[config.mk]
export PLATFORM = sky130hd
export DESIGN_NAME = cpu_bus_cycle_ctrl
export DESIGN_NICKNAME = d
export VERILOG_FILES = /design/src/rtl/cpu_bus_cycle_ctrl.sv
export SDC_FILE = /design/constraint.sdc
export NUM_CORES = 1
export LEC_CHECK = 0
export BUFFER_PORTS_ARGS = -buffer_cell sky130_fd_sc_hd__buf_2
export CORE_MARGIN = 5
export CORE_UTILIZATION = 40
export DETAILED_ROUTE_END_ITERATION = 10
export GPL_TIMING_DRIVEN = 0
export PLACE_DENSITY = 0.74
export RECOVER_POWER = 100
export SLEW_MARGIN = 20
export SYNTH_ARGS = -nofsm -noshare
export SYNTH_HDL_FRONTEND = slang
export SYNTH_SLANG_ARGS = --single-unit
[constraint.sdc]
create_clock -name clk -period 1.7 [get_ports clk]
set_clock_uncertainty 0.15 [all_clocks]
set_input_delay 0 -clock clk [delete_from_list [all_inputs] [get_ports clk]]
set_output_delay 0 -clock clk [all_outputs]
set_load 0.005 [all_outputs]
[src/rtl/cpu_bus_cycle_ctrl.sv]
// cpu_bus_cycle_ctrl: 68000 bus cycle sequencer (cs decode in, sdr_req/sdr_ack handshake, registered dtack_n/berr_n/busy out)
module cpu_bus_cycle_ctrl #(
  parameter int FAST_WAIT    = 2,
  parameter int SOUND_WAIT   = 4,
  parameter int BERR_TIMEOUT = 64
) (
  input  logic       clk,
  input  logic       reset,
  input  logic       cpu_ce,
  input  logic       cpu_as_n,
  input  logic [1:0] cpu_ds_n,
  input  logic       cpu_rw,
  input  logic       pause,
  input  logic       rom_cs_n,
  input  logic       work_cs_n,
  input  logic       fast_cs_n,
  input  logic       sound_cs_n,
  input  logic       ss_cs_n,
  output logic       sdr_req,
  output logic       sdr_we,
  input  logic       sdr_ack,
  output logic       cpu_dtack_n,
  output logic       cpu_berr_n,
  output logic       busy
);
  typedef enum logic [2:0] {IDLE, WAIT_FIX, WAIT_SDR, DRAIN, ACK, BERR} state_t;
  state_t state, state_nx, dec_state;
  logic [7:0] cnt, cnt_nx, dec_cnt;
  logic unmapped, unmapped_nx, dec_unmapped;
  logic rw, rw_nx, dec_rw;
  logic we_nx, dec_we;
  logic dtack_d, berr_d, req_d, busy_d;
  logic any_cs, start;
  assign any_cs = ~&{ss_cs_n, rom_cs_n, work_cs_n, sound_cs_n, fast_cs_n};
  assign start  = !cpu_as_n && !(&cpu_ds_n) && !pause;
  always_comb begin
    dec_rw       = (state == IDLE) ? cpu_rw : rw;
    dec_state    = WAIT_FIX;
    dec_cnt      = 8'(BERR_TIMEOUT);
    dec_unmapped = 1'b1;
    dec_we       = 1'b0;
    if (!ss_cs_n) begin
      dec_state    = ACK;
      dec_cnt      = '0;
      dec_unmapped = 1'b0;
    end else if (!rom_cs_n) begin
      dec_state    = dec_rw ? WAIT_SDR : ACK;
      dec_cnt      = '0;
      dec_unmapped = 1'b0;
    end else if (!work_cs_n) begin
      dec_state    = WAIT_SDR;
      dec_cnt      = '0;
      dec_unmapped = 1'b0;
      dec_we       = !dec_rw;
    end else if (!sound_cs_n) begin
      dec_state    = (SOUND_WAIT == 0) ? ACK : WAIT_FIX;
      dec_cnt      = 8'(SOUND_WAIT);
      dec_unmapped = 1'b0;
    end else if (!fast_cs_n) begin
      dec_state    = (FAST_WAIT == 0) ? ACK : WAIT_FIX;
      dec_cnt      = 8'(FAST_WAIT);
      dec_unmapped = 1'b0;
    end
  end
  always_comb begin
    state_nx    = state;
    cnt_nx      = cnt;
    unmapped_nx = unmapped;
    rw_nx       = rw;
    we_nx       = sdr_we;
    case (state)
      IDLE: if (start) begin
        state_nx    = dec_state;
        cnt_nx      = dec_cnt;
        unmapped_nx = dec_unmapped;
        rw_nx       = cpu_rw;
        we_nx       = dec_we;
      end
      WAIT_FIX:
        if (cpu_as_n) state_nx = IDLE;
        else if (unmapped && any_cs) begin
          state_nx    = dec_state;
          cnt_nx      = dec_cnt;
          unmapped_nx = dec_unmapped;
          we_nx       = dec_we;
        end else if (cnt == '0) state_nx = unmapped ? BERR : ACK;
        else if (cpu_ce) cnt_nx = cnt - 8'd1;
      WAIT_SDR:
        if (sdr_req && sdr_ack) state_nx = cpu_as_n ? IDLE : ACK;
        else if (cpu_as_n) state_nx = DRAIN;
      DRAIN: if (sdr_req && sdr_ack) state_nx = IDLE;
      ACK, BERR: if (cpu_as_n) state_nx = IDLE;
      default: state_nx = IDLE;
    endcase
  end
  always_comb begin
    dtack_d = state_nx != ACK;
    berr_d  = state_nx != BERR;
    req_d   = state_nx == WAIT_SDR || state_nx == DRAIN;
    busy_d  = state_nx != IDLE;
  end
  always_ff @(posedge clk) begin
    if (reset) begin
      state       <= IDLE;
      cnt         <= '0;
      unmapped    <= 1'b0;
      rw          <= 1'b1;
      sdr_we      <= 1'b0;
      sdr_req     <= 1'b0;
      cpu_dtack_n <= 1'b1;
      cpu_berr_n  <= 1'b1;
      busy        <= 1'b0;
    end else begin
      state       <= state_nx;
      cnt         <= cnt_nx;
      unmapped    <= unmapped_nx;
      rw          <= rw_nx;
      sdr_we      <= we_nx;
      sdr_req     <= req_d;
      cpu_dtack_n <= dtack_d;
      cpu_berr_n  <= berr_d;
      busy        <= busy_d;
    end
  end
endmodule

# After elaboration in Yosys (flattened, before gate mapping)
# Index checks and enable logic that the tools add are counted.
dict set report totals {
  inputBits 14
  word_cells 87
  out_inout_bits 5
  ff_bits 18
}
dict set report op_classes {
  reduce_logical 20
  n_addsub 1
  eq_ne 14
  mux 43
}
# op n
set ops {}
lappend ops {{two-way mux 8 bit} 5}
lappend ops {{two-way mux 3 bit} 12}
lappend ops {{two-way mux 7 bit} 5}
lappend ops {{two-way mux 1 bit} 16}
lappend ops {{case mux 8 bit (2 select lines)} 1}
lappend ops {{case mux 3 bit (5 select lines)} 1}
lappend ops {{equality test 3 x 2 -> 1 bit, second input constant} 4}
lappend ops {{inequality test 3 bit, second input constant} 4}
lappend ops {{AND reduction 5 bit} 2}
lappend ops {{logical NOT 8 bit} 1}
lappend ops {{subtractor 8 x 1 -> 8 bit, second input constant} 1}
lappend ops {{equality test 3 bit, second input constant} 2}
lappend ops {{inequality test 2 bit, second input constant} 3}
lappend ops {{logical NOT 1 bit} 5}
lappend ops {{logical AND 1 bit} 4}
lappend ops {{case mux 1 bit (2 select lines)} 2}
lappend ops {{AND reduction 2 bit} 2}
lappend ops {{AND reduction 4 bit} 1}
lappend ops {{equality test 3 x 1 -> 1 bit, second input constant} 1}
lappend ops {{logical NOT 3 bit} 1}
lappend ops {{nonzero test 3 bit} 1}
lappend ops {{two-way mux 2 bit} 1}
lappend ops {{nonzero test 2 bit} 1}
lappend ops {{OR reduction 2 bit} 1}
lappend ops {{logical OR 1 bit} 1}

# Logic depth before layout (Yosys ltp)
dict set report depth {
  ltp_word 10
  depth_mapped 7
}

# Worst setup path before layout
# No wires, ideal clock.
dict set report synth_path {
  kind {flip-flop to flip-flop}
  startpoint {register state[2]}
  endpoint {register busy}
  synth_period_minus_slack_ns 1.825
  arrival_ns 1.555
  t_required_ns 1.430
  setup_slack_ns -0.125
  n_path_buf 0
  stages_incl_launch_ff 6
  cell_sequence {dfxtp_1 -> nor3_1 -> mux2i_1 -> a22oi_1 -> o31a_1 -> a211o_1}
}
dict set report synth_via {
  elab_chain_cells 9
  elab_cells_between_ends 21
  classes_between {eq/ne: 5; mux: 13; reduce/logical: 3}
}
# element line
set synth_lines {}
lappend synth_lines {{start, declared} 27} ;# state_t state, state_nx, dec_state;
lappend synth_lines {{start signal, assigned} 114} ;# state <= state_nx;
lappend synth_lines {{logical NOT 3 bit} {37, 71}}
lappend synth_lines {{two-way mux 1 bit} 37} ;# dec_rw = (state == IDLE) ? cpu_rw : rw;
lappend synth_lines {{two-way mux 3 bit} 47} ;# dec_state = dec_rw ? WAIT_SDR : ACK;
lappend synth_lines {{two-way mux 3 bit} 46} ;# end else if (!rom_cs_n) begin
lappend synth_lines {{two-way mux 3 bit} 42} ;# if (!ss_cs_n) begin
lappend synth_lines {{two-way mux 3 bit} 81} ;# else if (unmapped && any_cs) begin
lappend synth_lines {{two-way mux 3 bit} 80} ;# if (cpu_as_n) state_nx = IDLE;
lappend synth_lines {{case mux 3 bit (5 select lines) (*)} 71} ;# case (state)
lappend synth_lines {{nonzero test 3 bit (*)} 100} ;# busy_d = state_nx != IDLE;
lappend synth_lines {{end signal, assigned} 122} ;# busy <= busy_d;
lappend synth_lines {{end, declared} 24} ;# output logic busy
# Every way passes the cells marked *; elsewhere a longest branch is shown, timed or not.
# A chain may end at the register's enable or synchronous reset.

# Worst setup path in the final report
dict set report layout_path {
  startpoint {register state[0]}
  endpoint {register cnt[1]}
}
dict set report layout_via {
  elab_chain_cells 3
  elab_cells_between_ends 9
  classes_between {eq/ne: 5; mux: 1; reduce/logical: 3}
}
# element line
set layout_lines {}
lappend layout_lines {{equality test 3 x 1 -> 1 bit / logical NOT 3 bit (equally long branches)} 71}
lappend layout_lines {{inequality test 3 bit (no line) (tied with other cells)} --}
lappend layout_lines {{AND reduction 5 bit (no line)} --}
lappend layout_lines {{end signal, assigned} 115} ;# cnt <= cnt_nx;
lappend layout_lines {{end, declared} 28} ;# logic [7:0] cnt, cnt_nx, dec_cnt;
# Parallel ways exist; a longest one is shown, timed or not.

==> impl_results.md <==
* Critical path class: reg2reg
* CP Capture Type: flop
* Fillers at between 200 and 250
* Cell mode on critical path: or4b_4
* Max stage delay on crit path at around 0.50 ns
* Worst EP arrival at between 1.5 and 2 ns
* Post-synth ARST share at 0%
* First-pass GRT wire length at between 4 and 5 mm
* DRT Pass-1 Iters at 4
* Final setup viols at 9
* Clock buffer depth at 2
* Vias in the first global route at ~1,000
* Reg area at between 300 and 400 µm²
* Mapped Cells at around 120
* Startpoint types: flop
* Vias/cell at 5.65
* Top cells by count, synth: 18 x dfxtp_1, 15 x nor2_1, 11 x nand2_1
* Slew Limit Fails at 0
* Largest net degree at the start of global routing at 10
* Clk sinks at 18
* H-tree Lvls at 1
* Core Area at around 2500 µm²
* Worst-Margin Slew at roughly 0.48 ns
* CTS buffer count at 3
* Failing checks: negative setup slack
* Power Density at around 700 nW/µm²
* Die area at between 3000 and 4000 µm²
* Crit path required time at around 1.8 ns
* Most frequent cell after synthesis: dfxtp_1
* Area contributors post-synth: dfxtp_1 35%, nor2_1 5.4%, mux2i_1 4.8%
* Clock Tree Root: clkbuf_4
* Layout Nets at between 150 and 200
* Critical-path cell list: or4b_4 -> o31ai_4 -> buf_4 -> or4b_4 -> a311oi_2
* Die Wd at ~60 µm
* Buffers on Ports at 17
* Rows at 18
* Fmax at ~0.54 GHz
* Netlist cell types at 46
* Hold crit path type: in2reg
* Share of layout cells above drive strength 1 at between 30% and 40%
* Final hold slack at about 0.031 ns
* Worst-path clk slew at 0.10 ns
* Syn_area_per_cell at a little under 9 µm²
* Run status: finished with violations
* Gpl congestion at 0.854
* Initial antenna violation count at 0
* Drt drc at 0
* Total grt overflow at 0
* Post-synth EDFFs at 0
* Dpl cells at between 150 and 200
* Netlist Area Pre-Place at 1040 µm²
* Most used DFF post-synth: dfxtp_1
* Routed len/inst at between 15 and 20 µm
* Max Cap Viol at 0
* Cell family with most CP delay: simple AND/OR/NAND/NOR gates
* WL final at 2.83 mm
* Mapped Nets at around 140
* Area grow syn2layout at 38.1%
* Critical path's slowest cell: or4b_4
* Iteration-0 DRC Markers at 29
* Leakage at 0.541 nW
* Vias at around 1,000
* Crit path max fanout at 8
* Io pins at 19
* Post-synth top area share at approximately 35%
* Period utilization at 109%
* Chip Height at roughly 61 µm
* RSZ-0062 raised after global routing: yes
* Hpwl dp at approximately 1.8 mm
* Synthesis Warnings at 0
* Final instance count without filler cells at between 150 and 200
* Area leader, netlist: dfxtp_1
* Starting Density at roughly 42%
* Final ANT Viol Nets at 0
* Crit path buf inv count at 1
* Final min period at around 1.8 ns
* Worst rel slew slack at between 60% and 70%
* Power Total at ~1.0 mW
* CTS tree: yes
* Antenna Cells at 0
* Worst IR Drop VDD at 0.434 mV
* Setup WS pre-CTS at -0.224 ns
* Final setup margin at -0.145 ns
* Area of the multi-input gates at 761 µm²
* Seq/Total Area, Yosys at about a third
* Flops & latches, synth at 18
* Total GRT Usage at about 16%
* Hold Fails Final Rpt at 0
* Clk Latency, worst-skew pair at approximately 0.30 ns
==> per-layer routing <==
| layer | wire (µm) | up-vias | global-route usage [%] | part of all wire [%] |
|---|---|---|---|---|
| li1 | - | 518 | - | - |
| met1 | 1180 | 488 | 18.3 | 42 |
| met2 | 1440 | 26 | 26.0 | 51 |
| met3 | 129 | 8 | 2.31 | 4.6 |
| met4 | 74 | 0 | 10.5 | 2.6 |
| met5 | 0 | - | 0 | 0 |
==> stage by stage <==
stage / utilization (%) / area [µm²] / setup TNS (ns)
after global placement: 47.3 / 1170 / -0.737
after floorplan: - / 1050 / -0.0944
final: 58.0 / 1440 / -0.820
after CTS: 55.0 / 1360 / -0.863
after detailed placement: 47.3 / 1170 / -1.07
after global routing: 58.0 / 1440 / -1.70
==> power by group <==
part | switching [mW] | internal, mW
sequential | 0.0335 | 0.446
combinational | 0.158 | 0.149
clock | 0.136 | 0.0826
total | 0.328 | 0.677
==> registers in the layout (all words and copies together) (netlist names) <==
signal,count
busy,1
cnt,8
cpu_berr_n,1
cpu_dtack_n,1
rw,1
sdr_req,1
sdr_we,1
state,3
unmapped,1
==> placed cells by master (no fill, tap or decap), drive strengths merged, types with 2 or more instances in the layout <==
cell type    count
ha               2
or3              3
buf             22
clkbuf           6
dlygate4sd3      8
nor4             2
xnor2            4
or4b             2
mux2i            5
or2              2
nand2b           6
o31ai            2
inv              5
o221ai           2
nor3             3
nand2           11
nor2            15
a21oi            6
a21o             2
nand3            4
o22ai            2
a31o             2
a211oi           2
dfxtp           18
==> worst reg2reg max path: cells and delay by family (launching register included) <==
kind                   cells  cell delay, ns
AND/OR/NAND/NOR            2            0.72
flip-flops                 1            0.40
AO/OA/AOI/OAI              2            0.31
buffers and inverters      1            0.17
==> cell type report <==
cell class	instances	area share [%]
repair buffers	32	15.1
multi-input cells	95	52.9
clock buffers	3	1.57
well taps	30	2.61
inverters	5	1.31
plain buffers	1	0.261
flip-flops and latches	18	26.2
==> worst paths after layout <==
path / from / to / slack, ns / cells after the start
worst max-delay path: state[0] / cnt[1] / -0.14 / 5
worst min-delay path: pause / rw / 0.03 / 5
worst max register to register: state[0] / cnt[1] / -0.14 / 5
worst min register to register: sdr_we / sdr_we / 0.35 / 2
==> timing repair <==
| item | in CTS | in global routing |
|---|---|---|
| gates cloned | 0 | 0 |
| endpoints found under the hold margin | 8 | 0 |
| pin swaps | 6 | 7 |
| resized for setup | 10 | 15 |
| hold buffers | 8 | 0 |
| setup endpoints to repair | 11 | 17 |
| buffers inserted | 5 | 2 |
==> cells by family (layout without fill, tap and decap cells) <==
logic type      Yosys count  in the layout  synth area share [%]
flops                    18             18                  34.6
mux                       6              6                  5.89
xor+xnor                  5              5                  4.21
simple gates             54             54                  29.0
fa+ha+maj                 2              2                  2.40
compound gates           28             28                  21.8
buf+inv                   6             41                  2.16
No activity file was read; power rests on OpenSTA's default activity.
